`config.mk`:
```
export PLATFORM = sky130hd
export DESIGN_NAME = multicycle_ctrl
export DESIGN_NICKNAME = d
export VERILOG_FILES = /design/src/rtl/multicycle_ctrl.sv
export SDC_FILE = /design/constraint.sdc
export NUM_CORES = 1
export LEC_CHECK = 0
export BUFFER_PORTS_ARGS = -buffer_cell sky130_fd_sc_hd__clkbuf_2
export CORE_ASPECT_RATIO = 1.1
export CORE_MARGIN = 4
export CORE_UTILIZATION = 44
export DETAILED_ROUTE_END_ITERATION = 12
export PLACE_DENSITY_LB_ADDON = 0.08
export RECOVER_POWER = 50
export SYNTH_ARGS = -nofsm -noshare
export SYNTH_HDL_FRONTEND = slang
export SYNTH_SLANG_ARGS = --single-unit
```
`constraint.sdc`:
```
create_clock -name clk -period 1.54 [get_ports clk]
set_input_delay 0.308 -clock clk [delete_from_list [all_inputs] [get_ports clk]]
set_output_delay 0.308 -clock clk [all_outputs]
set_load 0.1 [all_outputs]
```
`src/rtl/multicycle_ctrl.sv`:
```
// rtl/multicycle_ctrl.sv - Moore control FSM for a multicycle ARM-subset datapath.
// Optional CMP_NOWRITE_EN: CMP (Funct[4:1]=1010) updates flags without writing Rd.
module multicycle_ctrl (
  input  logic        clk,
  input  logic        reset,
  input  logic [19:0] Instr,
  input  logic [3:0]  ALUFlags,
  output logic        PCWrite,
  output logic        MemWrite,
  output logic        RegWrite,
  output logic        IRWrite,
  output logic        AdrSrc,
  output logic        ALUSrcA,
  output logic [1:0]  ALUSrcB,
  output logic [1:0]  ResultSrc,
  output logic [1:0]  ImmSrc,
  output logic [1:0]  RegSrc,
  output logic [1:0]  ALUControl,
  output logic [3:0]  State
);

  typedef enum logic [3:0] {
    S_FETCH    = 4'd0,
    S_DECODE   = 4'd1,
    S_MEMADR   = 4'd2,
    S_MEMREAD  = 4'd3,
    S_MEMWB    = 4'd4,
    S_MEMWRITE = 4'd5,
    S_EXECUTER = 4'd6,
    S_EXECUTEI = 4'd7,
    S_ALUWB    = 4'd8,
    S_BRANCH   = 4'd9
  } state_t;

  state_t      state, state_next;
  logic [3:0]  flags;
  logic        cond_ex;
  logic        cond_met;
  logic [1:0]  alu_ctl;
  logic [1:0]  flag_w;
  logic        no_write;
  logic        executing;

  logic [3:0]  cond;
  logic [1:0]  op;
  logic [5:0]  funct;
  logic        unused_bits;

  assign cond        = Instr[19:16];
  assign op          = Instr[15:14];
  assign funct       = Instr[13:8];
  assign unused_bits = ^Instr[7:0];
  assign State       = state;
  assign executing   = (state == S_EXECUTER) || (state == S_EXECUTEI);

  always_comb begin
    logic n, z, c, v;
    {n, z, c, v} = flags;
    cond_met = 1'b0;
    case (cond)
      4'h0: cond_met = z;
      4'h1: cond_met = ~z;
      4'h2: cond_met = c;
      4'h3: cond_met = ~c;
      4'h4: cond_met = n;
      4'h5: cond_met = ~n;
      4'h6: cond_met = v;
      4'h7: cond_met = ~v;
      4'h8: cond_met = c & ~z;
      4'h9: cond_met = ~c | z;
      4'hA: cond_met = (n == v);
      4'hB: cond_met = (n != v);
      4'hC: cond_met = ~z & (n == v);
      4'hD: cond_met = z | (n != v);
      4'hE: cond_met = 1'b1;
      default: cond_met = 1'b0;
    endcase
  end

  // Arithmetic ops may update all of NZCV; logical ops only touch NZ.
  always_comb begin
    alu_ctl  = 2'b00;
    flag_w   = 2'b00;
    no_write = 1'b0;
    case (funct[4:1])
      4'b0100: begin alu_ctl = 2'b00; flag_w = {funct[0], funct[0]}; end
      4'b0010: begin alu_ctl = 2'b01; flag_w = {funct[0], funct[0]}; end
      4'b0000: begin alu_ctl = 2'b10; flag_w = {funct[0], 1'b0};     end
      4'b1100: begin alu_ctl = 2'b11; flag_w = {funct[0], 1'b0};     end
      4'b1010: begin
        alu_ctl = 2'b01;
        flag_w  = {funct[0], funct[0]};
`ifdef CMP_NOWRITE_EN
        no_write = 1'b1;
`else
        no_write = 1'b0;
`endif
      end
      default: begin alu_ctl = 2'b00; flag_w = 2'b00; end
    endcase
  end

  always_ff @(posedge clk) begin
    if (reset) begin
      state   <= S_FETCH;
      flags   <= 4'b0000;
      cond_ex <= 1'b0;
    end else begin
      state <= state_next;
      if (state == S_DECODE) cond_ex <= cond_met;
      if (executing && cond_ex) begin
        if (flag_w[1]) flags[3:2] <= ALUFlags[3:2];
        if (flag_w[0]) flags[1:0] <= ALUFlags[1:0];
      end
    end
  end

  always_comb begin
    state_next = S_FETCH;
    PCWrite    = 1'b0;
    MemWrite   = 1'b0;
    RegWrite   = 1'b0;
    IRWrite    = 1'b0;
    AdrSrc     = 1'b0;
    ALUSrcA    = 1'b0;
    ALUSrcB    = 2'b00;
    ResultSrc  = 2'b00;
    ALUControl = 2'b00;
    ImmSrc     = op;
    RegSrc     = {op == 2'b01, op == 2'b10};
    case (state)
      S_FETCH: begin
        state_next = S_DECODE;
        IRWrite = 1'b1; PCWrite = 1'b1; ALUSrcA = 1'b1;
        ALUSrcB = 2'b10; ResultSrc = 2'b10;
      end
      S_DECODE: begin
        case (op)
          2'b00:   state_next = funct[5] ? S_EXECUTEI : S_EXECUTER;
          2'b01:   state_next = S_MEMADR;
          2'b10:   state_next = S_BRANCH;
          default: state_next = S_FETCH;
        endcase
        ALUSrcA = 1'b1; ALUSrcB = 2'b10; ResultSrc = 2'b10;
      end
      S_MEMADR: begin
        state_next = funct[0] ? S_MEMREAD : S_MEMWRITE;
        ALUSrcB = 2'b01;
      end
      S_MEMREAD: begin
        state_next = S_MEMWB;
        AdrSrc = 1'b1;
      end
      S_MEMWB: begin
        ResultSrc = 2'b01; RegWrite = cond_ex;
      end
      S_MEMWRITE: begin
        AdrSrc = 1'b1; MemWrite = cond_ex;
      end
      S_EXECUTER: begin
        state_next = S_ALUWB;
        ALUControl = alu_ctl;
      end
      S_EXECUTEI: begin
        state_next = S_ALUWB;
        ALUSrcB = 2'b01; ALUControl = alu_ctl;
      end
      S_ALUWB: RegWrite = cond_ex & ~no_write;
      S_BRANCH: begin
        ALUSrcB = 2'b01; ResultSrc = 2'b10; PCWrite = cond_ex;
      end
      default: state_next = S_FETCH;
    endcase
  end

endmodule

```
==> results.txt, run 1 <==
status: stopped before the end
Last stage: global routing
stop err: [ERROR DPL-0038] Utilization greater than 100%, impossible to legalize
CTS Sinks: 9
Synth area leaders: dfxtp_1 (21%), mux2i_1 (7.0%), xnor2_1 (5.1%)
Synth top area share: 21.0%
I/O Pins: 46
clock root buffer: clkbuf_4
Unique masters post-synth: 40
Final GP Congestion: 0.735
Syn. warnings: 0
cell area after synthesis: 860 um2
htree depth: 1
Initial Util: 47.2%
#FFs+latches synth: 9
Post-Syn Nets: 136
Port Buffer Count: 37
num rows: 16
number of cells after detailed placement: 173
TritonCTS Buffers: 3
Bufs on Longest Clock Path: 2
register area share after synthesis: 21.0%
post-synth top area cell: dfxtp_1
DP Area: 1570 um2
Die Span X: 50.1 um
post-DP HPWL: 2.17 mm
post-synthesis cell count: 110
Worst EP kind: top-level output
hold buffers post-CTS: 0
syn avg cell area: 7.81 um2
Die Ht: 54.4 um
pin count of the biggest net entering global routing: 10
worst endpoint after global-route timing repair: MemWrite
[stage by stage]
step	TNS [ns]	utilization (%)	worst slack, ns	hold WS (ns)
after CTS	-1.20	95.7	-0.156	0.283
after detailed placement	-0.0271	86.3	-0.0271	0.546
after global placement	0	86.3	0.0612	0.539
after floorplan	-4.81	-	-0.632	0.375
[cells by family after synthesis]
group | Yosys count | synth area share [%]
compound gates | 23 | 18.2
flops | 9 | 21.0
simple gates | 51 | 38.3
buf+inv | 15 | 9.46
xor+xnor | 6 | 6.11
mux | 6 | 6.99
[synthesized netlist by cell type (all sizes together)]
master and count:
a2111oi 1, a211oi 2, a21oi 7, a311oi 1, a31oi 1, and2 1, buf 7, clkbuf 3
dfxtp 9, inv 5, mux2i 6, nand2 4, nand2b 6, nand3 2, nand3b 2, nand4 1
nand4bb 3, nor2 10, nor2b 2, nor3 5, nor3b 2, nor4 3, nor4b 2, o21ai 4
o221ai 1, o22ai 4, o311ai 1, o41ai 1, or2 2, or3 2, or3b 2, or4b 2
xnor2 5, xor2 1
[timing repair]
item / CTS
setup buffers: 15
setup endpoints to repair: 11
resized for setup: 9
pin swaps: 7
gates cloned: 0
==> run 2, diff against run 1 <==
- CORE_AREA: not set -> 4 4 65 67
- CORE_ASPECT_RATIO: 1.1 -> not set
- CORE_MARGIN: 4 -> not set
- CORE_UTILIZATION: 44 -> not set
- DIE_AREA: not set -> 0 0 69 71
- PLACE_DENSITY_LB_ADDON: 0.08 -> 0.15
==> results.txt, run 2 <==
hold buffers post-CTS: 0 (unchanged)
layout cells sized above 1: 56.1%
peak per-stage delay on the critical path: 0.40 ns
top-count cell post-synth: nor2_1
num rows: 22 (+6)
Nets: 191
final std cells w/o fill: 212
htree depth: 1 (unchanged)
final hold violations: 0
fin crit period: 1.64 ns
Fin Clk Skew: 0.00179 ns
relative slew slack: 63.7%
fmax: 610 MHz
commonest non-fill, non-tap cells in the layout: clkbuf_2 (19), buf_4 (19), buf_12 (18)
Worst-Margin Slew: 0.547 ns
Unique masters post-synth: 40 (unchanged)
Worst-path clk slew: 0.04 ns
Worst Path Max Fanout: 8
DP Area: 1630 um2 (+3.9%)
setup TNS: -0.450 ns
Synth top area share: 21.0% (unchanged)
Pwr Density: 715 nW/um2
CTS Sinks: 9 (unchanged)
TritonCTS Buffers: 3 (unchanged)
Final Util: 48.2%
DRC: 0
Critical Path Source Type: flop
final instance area: 1750 um2
Clock Power Share: 21.3%
Post-synth top cells: nor2_1 (10), dfxtp_1 (9), a21oi_1 (7), mux2i_1 (6), nand2b_1 (6)
failing checks: negative setup slack
Die Ht: 71 um (+31%)
status: finished, violations left
CP Data Required Time: 1.23 ns
Tcrit/Tclk final: 107%
Lkg Pwr: 0.639 nW
sw frac: 44.3%
syn avg cell area: 7.81 um2 (unchanged)
Seq pwr share: 21.4%
Die Span X: 69 um (+38%)
vias in the first global route: 975
I/O Pins: 46 (unchanged)
first-pass GRT wire length: 4.40 mm
die area: 4900 um2
post-synthesis cell count: 110 (unchanged)
WHS: 0.316 ns
CTS tree: built
Port Buffer Count: 37 (unchanged)
core area: 3630 um2
Vias: 996
Bufs on Longest Clock Path: 2 (unchanged)
cell area after synthesis: 860 um2 (unchanged)
#FFs+latches synth: 9 (unchanged)
Setup Viol. Count Final: 10
number of enable flip-flop cells after synthesis: 0 (unchanged)
Post-Syn Nets: 136 (unchanged)
Clk Latency, worst-skew pair: 0.23 ns
Min-Delay Path Class: primary input to flop
Syn. warnings: 0 (unchanged)
asr flop ratio synth: 0% (unchanged)
WS Path Type: flop to primary output
Combinational Power Share: 57.3%
Psw: 0.000555 W
Worst IR Drop VDD: 0.354 mV
Final GP Congestion: 0.766 (+4.2%)
DR vias/cell: 4.70
Detailed Routing Iterations Pass 1: 4
pin count of the biggest net entering global routing: 13
Slew Limit Fails: 0
Synth area leaders: dfxtp_1 (21%), mux2i_1 (7.0%), xnor2_1 (5.1%)
antenna violations before repair: 0
main flop type after synthesis: dfxtp_1
internal power: 0.000696 W
DR iter-0 viols: 23
RSZ-0062 raised after global routing: true
Layout area overhead: 104%
crit end category: primary output
crit-path cells: or2_4 -> o22ai_4 -> buf_12
Total Wirelength: 2.68 mm
post-synth top area cell: dfxtp_1
WL per Instance: 12.6 um
max_cap viols: 0
Antenna diodes: 0
Initial Util: 23.7% (-24 points)
Worst Path Arrival: 1.33 ns
post-route ant nets: 0
clock root buffer: clkbuf_8
CP max stage cell: dfxtp_4
number of cells after detailed placement: 197 (+14%)
Final Worst Setup Slack: -0.101 ns
post-DP HPWL: 2.12 mm (-2.3%)
gr usage total: 10.6%
register area share after synthesis: 21.0% (unchanged)
GR Overflow Total: 0
[run 2: cell families (layout without fill, tap and decap cells)]
kind of cell / Yosys count / after routing / share of synthesized area [%]
AOI/OAI and AO/OA: 23 / 23 / 18.2
DFF: 9 / 9 / 21.0
xor gates and xnor gates: 6 / 6 / 6.11
muxes: 6 / 6 / 6.99
buffers and inverters: 15 / 69 / 9.46
and+or+nand+nor: 51 / 51 / 38.3
[run 2: final timing paths]
kind | end | startpoint | cells after the start | slack, ns
max | ALUSrcB[0] | State[2] | 3 | -0.10
min | flags[2] | ALUFlags[2] | 3 | 0.32
max reg2reg | flags[2] | State[3] | 5 | 0.08
min reg2reg | flags[1] | flags[1] | 2 | 0.56
[run 2: layer usage]
metal  GRT usage [%]  share of wire (%)  up-vias
met1            11.5                 42      444
met4            3.04                1.3        0
met3            3.98                6.9        4
met5               0                  0        -
met2            19.2                 50       33
li1                -                  -      515
[run 2: stage by stage]
| stage | setup slack [ns] | power [W] |
|---|---|---|
| after floorplan | -0.632 | 0.000747 |
| after global placement | 0.0234 | 0.000953 |
| after detailed placement | 0.0425 | 0.000961 |
| after CTS | -0.119 | 0.00128 |
| after global routing | -0.147 | 0.00131 |
| final | -0.101 | 0.00125 |
[run 2: worst max-delay path, delay by kind of cell (launching register included)]
kind	cells	cell delay (ns)
AND/OR/NAND/NOR	1	0.32
buffers and inverters	1	0.19
flip-flops	1	0.40
AO/OA/AOI/OAI	1	0.19
[run 2: final cells by class]
type                       instances  area, um2
fill                             355       1880
multi-input combinational         86        790
timing repair buffer              60        637
sequential                         9        196
tap                               48       60.1
clock buffer                       4       45.0
inverter                           5       22.5
[run 2: timing repair]
item,in CTS,in global routing
endpoints found under the setup margin,12,15
resized for setup,7,2
setup buffers,11,1
pin swaps,6,5
[run 2: power groups by stage]
stage / clock network [W] / logic, W / registers (W)
6_report: 0.000267 / 0.000716 / 0.000268
5_1_grt: 0.000293 / 0.000747 / 0.000270
4_1_cts: 0.000279 / 0.000730 / 0.000268
3_5_place_dp: 0 / 0.000679 / 0.000281
3_3_place_gp: 0 / 0.000672 / 0.000280
2_1_floorplan: 0 / 0.000441 / 0.000306
No activity file was read; power rests on OpenSTA's default activity.
